--- src/rtl/prog_loader.sv ---
// Program image loader: frames a {length, words, checksum} byte stream into
// 16-bit instruction words and writes them to consecutive RAM addresses.
module prog_loader #(
  parameter int unsigned ADDR_WIDTH = 10,
  parameter int unsigned DATA_WIDTH = 16,
  parameter int unsigned MEM_SIZE   = 1024
) (
  input  logic                  Clock,
  input  logic                  Reset,
  input  logic                  iStart,
  input  logic [7:0]            iByte,
  input  logic                  iByteValid,
  output logic                  oByteReady,
  output logic                  oWriteEnable,
  output logic [ADDR_WIDTH-1:0] oAddress,
  output logic [DATA_WIDTH-1:0] oDataOut,
  output logic                  oCpuHold,
  output logic                  oDone,
  output logic                  oError,
  output logic [ADDR_WIDTH:0]   oWordCount
);

  localparam int unsigned CW = ADDR_WIDTH + 1;

  typedef enum logic [2:0] {
    S_IDLE,
    S_LEN_HI,
    S_LEN_LO,
    S_DATA_HI,
    S_DATA_LO,
    S_CHECK,
    S_DONE,
    S_ERROR
  } state_t;

  state_t          state;
  logic [7:0]      sum;
  logic [7:0]      hi_byte;
  logic [1:0]      len_hi;
  logic [CW-1:0]   len;
  logic            accept;
  logic [9:0]      len_full;
  logic [CW-1:0]   count_next;

  assign accept     = iByteValid && oByteReady;
  assign len_full   = {len_hi, iByte};
  assign count_next = oWordCount + CW'(1);

  // oByteReady is registered alongside state so it always mirrors the state being entered.
  always_ff @(posedge Clock) begin
    if (!Reset) begin
      state        <= S_IDLE;
      sum          <= '0;
      hi_byte      <= '0;
      len_hi       <= '0;
      len          <= '0;
      oByteReady   <= 1'b0;
      oWriteEnable <= 1'b0;
      oAddress     <= '0;
      oDataOut     <= '0;
      oCpuHold     <= 1'b1;
      oDone        <= 1'b0;
      oError       <= 1'b0;
      oWordCount   <= '0;
    end else begin
      oWriteEnable <= 1'b0;
      case (state)
        S_IDLE, S_DONE, S_ERROR: begin
          if (iStart) begin
            state      <= S_LEN_HI;
            oByteReady <= 1'b1;
            sum        <= '0;
            oWordCount <= '0;
            oDone      <= 1'b0;
            oError     <= 1'b0;
            oCpuHold   <= 1'b1;
          end
        end
        S_LEN_HI: begin
          if (accept) begin
            sum <= sum + iByte;
            if (iByte[7:2] != 6'd0) begin
              state      <= S_ERROR;
              oByteReady <= 1'b0;
              oError     <= 1'b1;
            end else begin
              len_hi <= iByte[1:0];
              state  <= S_LEN_LO;
            end
          end
        end
        S_LEN_LO: begin
          if (accept) begin
            sum <= sum + iByte;
            len <= CW'(len_full);
            if (32'(len_full) > MEM_SIZE) begin
              state      <= S_ERROR;
              oByteReady <= 1'b0;
              oError     <= 1'b1;
            end else if (len_full == 10'd0) begin
              state <= S_CHECK;
            end else begin
              state <= S_DATA_HI;
            end
          end
        end
        S_DATA_HI: begin
          if (accept) begin
            sum     <= sum + iByte;
            hi_byte <= iByte;
            state   <= S_DATA_LO;
          end
        end
        S_DATA_LO: begin
          if (accept) begin
            sum          <= sum + iByte;
            oDataOut     <= DATA_WIDTH'({hi_byte, iByte});
            oAddress     <= oWordCount[ADDR_WIDTH-1:0];
            oWriteEnable <= 1'b1;
            oWordCount   <= count_next;
            state        <= (count_next == len) ? S_CHECK : S_DATA_HI;
          end
        end
        S_CHECK: begin
          if (accept) begin
            oByteReady <= 1'b0;
            if (iByte == sum) begin
              state    <= S_DONE;
              oDone    <= 1'b1;
              oCpuHold <= 1'b0;
            end else begin
              state  <= S_ERROR;
              oError <= 1'b1;
            end
          end
        end
        default: begin
          state      <= S_IDLE;
          oByteReady <= 1'b0;
        end
      endcase
    end
  end

endmodule
--- config.mk ---
export PLATFORM = sky130hd
export DESIGN_NAME = prog_loader
export DESIGN_NICKNAME = d
export VERILOG_FILES = /design/src/rtl/prog_loader.sv
export SDC_FILE = /design/constraint.sdc
export NUM_CORES = 1
export LEC_CHECK = 0
export BUFFER_PORTS_ARGS = -buffer_cell sky130_fd_sc_hd__buf_2
export CORE_MARGIN = 3
export CORE_UTILIZATION = 32
export DETAILED_ROUTE_END_ITERATION = 6
export PLACE_DENSITY = 0.47
export SYNTH_ARGS = -nofsm -noshare
export SYNTH_HDL_FRONTEND = slang
export SYNTH_SLANG_ARGS = --single-unit
--- constraint.sdc ---
create_clock -name Clock -period 6.2 [get_ports Clock]
set_clock_uncertainty 0.2 [all_clocks]
set_input_delay 1.24 -clock Clock [delete_from_list [all_inputs] [get_ports Clock]]
set_output_delay 1.24 -clock Clock [all_outputs]
set_load 0.05 [all_outputs]
==> results by group <==
Outcome
  – Status: complete, no violations

Cells and area
  – Non-filler cells, final: 611
  – Diodes inserted: 0
  – Post-layout util: 38.47%
  – Most frequent cells in the layout: 73 x dfxtp_1, 65 x nand2_1, 53 x buf_2
  – Layout cells sized above 1: 17.05%
  – Commonest non-fill, non-tap cell in the layout: dfxtp_1
  – Area Growth Syn to Fin: 14.97%
  – Fin nets: 491

Timing
  – Worst slew margin: 30.73%
  – Hold Vio Cnt, Final: 0
  – Slew Limit Fails: 0
  – RSZ-0062 raised after global routing: no
  – Fin crit share: 49.22%
  – Tmin final: 3.051 ns
  – Final number of setup-violating endpoints: 0
  – Setup TNS: 0 ns
  – Fmax achieved: 327.7 MHz
  – Least-Margin Pin Slew: 1.034 ns
  – Final setup margin: 3.149 ns

Worst hold path
  – Hold path endpoint: oAddress[2]
  – Worst Hold Class: register to register
  – Hold path depth: 2
  – Hold Crit Start: oAddress[2]

CTS
  – Post-CTS Hold Fix Bufs: 0
  – CTS tree: built
  – Post-cts sizing count: 0
  – CTS buffer count: 9
  – Setup Buffers After CTS: 0
  – Worst-path clk slew: 0.08 ns
  – CTS Sinks: 73
  – Later-pin clock latency in the skew report: 0.34 ns
  – CTS root buffer: clkbuf_8
  – Max clock buf depth: 2
  – H-tree depth: 3

Critical path
  – Most used cell, CP: a31oi_1
  – Worst R2R Setup Slack: 3.38 ns
  – Worst reg2reg path depth: 7
  – CP Max Fanout: 5
  – Slowest CP cell: or4_1
  – Worst r2r src: oWordCount[0]
  – Critical R2R Capture: state[1]
  – Critical path cell sequence: buf_2 -> ha_1 -> or4_1 -> nor4_1 -> a21oi_1 -> a31oi_1 -> a31oi_1
  – CP Data Required Time: 6.21 ns
  – Type of origin of the critical path: input port
  – Slowest stage delay, CP: 0.54 ns
  – Worst Setup End Kind: register
  – Crit path kind: input port to register
  – CP arrival: 3.06 ns

Placed design
  – Placed Cells incl. Taps: 595
  – Buffers on Ports: 53
  – Pre-CTS WS: 2.778 ns
  – Placed wire-length estimate: 6276 um
  – GPL Wtd Cong: 0.8400

Route
  – Met1 WL: 4502 um
  – Max layer used: met4
  – Met2 WL post-DR: 4243 um
  – Antenna Violating Nets Remaining: 0
  – Vias/cell: 5.080
  – DR pass1 iterations: 4
  – Detailed Route WL: 9084 um
  – DR WL/cell: 14.87 um
  – DRC Markers: 0
  – Metal3 WL: 254 um
  – Vias: 3,104
  – First DRT Iteration DRCs: 158

Synth
  – Synth Warn #: 0
  – Mapped Cells: 432
  – Synth Register Bits: 73
  – Post-synth cell types: 46
  – EDFF count, synth: 0
  – Mean Syn Cell Area: 8.104 um2
  – Syn Nets: 453
  – Ys flop type: dfxtp_1
  – Post-synth ARST share: 0%
  – Sequential share of the synthesized area: 41.74%
  – Cell Area, Synth: 0.003501 mm2

Floorplanning
  – Area of the die: 0.01223 mm2
  – Num ports: 54
  – Floorplan core area: 0.01046 mm2
  – Cell row count: 37
  – Die height: 110.6 um
  – Die width: 110.6 um
  – Initial Utilization: 33.46%

GRT
  – Gr usage total: 14.76%
  – Initial antenna violation count: 0
  – Gr ovfl total: 0
  – Global-route wire length before repair: 14,960 um
  – Vias in the first global route: 2,927
  – Largest net degree at the start of global routing: 41

Power
  – PwrDens: 223.7 mW/mm2
  – Worst VDD drop: 0.00009906 V
  – LEAKAGE: 1.622 nW

Run
  – Max_cap viols: 0
[cells by family after synthesis]
family	Yosys count	synth area share [%]
DFF	73	41.74
AOI/OAI and AO/OA	100	17.05
and+or+nand+nor	170	21.98
buffers and inverters	39	4.646
muxes	25	7.148
adders and majority gates	9	3.431
xor gates and xnor gates	16	4.003
[worst max-delay path: cells and delay by family]
kind / cells / cell delay (ns)
buffers and inverters: 1 / 0.14
AO/OA/AOI/OAI: 3 / 0.36
adder cells (fa/ha/maj): 1 / 0.35
AND/OR/NAND/NOR: 2 / 0.97
[final cells by class]
cell class | count | area, um2
repair buffers | 56 | 287.8
multi-input cells | 320 | 1879
inverters | 10 | 37.54
clock inverters | 5 | 37.54
fillers | 1135 | 6437
flip-flops and latches | 73 | 1461
well taps | 136 | 170.2
clock buffers | 11 | 151.4
[synth_stat cells (4+ instances only)]
library cell  instances  share of area, %
inv_1                 9              0.96
dfxtp_1              73                42
and3_1                4              0.71
a21oi_1              47               6.7
a22oi_1               7               1.5
nand3_1              15               2.1
clkbuf_1             23               2.5
or3_1                 6               1.1
xnor2_1              13               3.3
nor2b_1               7               1.3
mux2i_1              25               7.1
nand3b_1              5               1.1
and2_1                4              0.71
ha_1                  8               2.9
a31oi_1               5              0.89
o21ai_0              21               3.0
nor2_1               50               5.4
a21o_1                4              0.86
nand2_1              65               7.0
[power by group]
group	internal [W]	switching [W]
logic	0.0000189	0.0000458
registers	0.000472	0.00000454
clock network	0.000169	0.000189
[registers in the layout, summed over array words and instances (netlist names)]
register / count
oCpuHold: 1
state: 3
oWordCount: 11
oAddress: 10
sum: 8
oByteReady: 1
oDataOut: 16
oWriteEnable: 1
oError: 1
len: 10
len_hi: 2
hi_byte: 8
oDone: 1
[worst max-delay path by stage]
| stage | start | to | slack (ns) |
|---|---|---|---|
| after floorplan | iByte[3] | state[0] | 3.15 |
| after global placement | iByte[3] | oCpuHold | 2.84 |
| after detailed placement | iByte[3] | state[0] | 2.78 |
| after CTS | iByte[3] | state[0] | 3.15 |
| after global routing | iByte[3] | state[0] | 3.07 |
| final | iByte[3] | state[0] | 3.15 |
[metal layers]
layer	vias to the layer above	GRT usage (%)
met2	43	24.92
met3	7	3.342
li1	1571	-
met5	-	0
met4	0	3.530
met1	1483	19.14
[through the flow]
stage               hold slack, ns  total power, W  cell area, um2
floorplan                   0.2316       0.0005308            3501
global placement            0.2406       0.0005525            3836
detailed placement          0.2459       0.0005535            3836
CTS                         0.2587       0.0009151            4025
global route                0.2793       0.0009400            4025
finish                      0.2543       0.0009002            4025
Power figures use the tool's default switching activity.
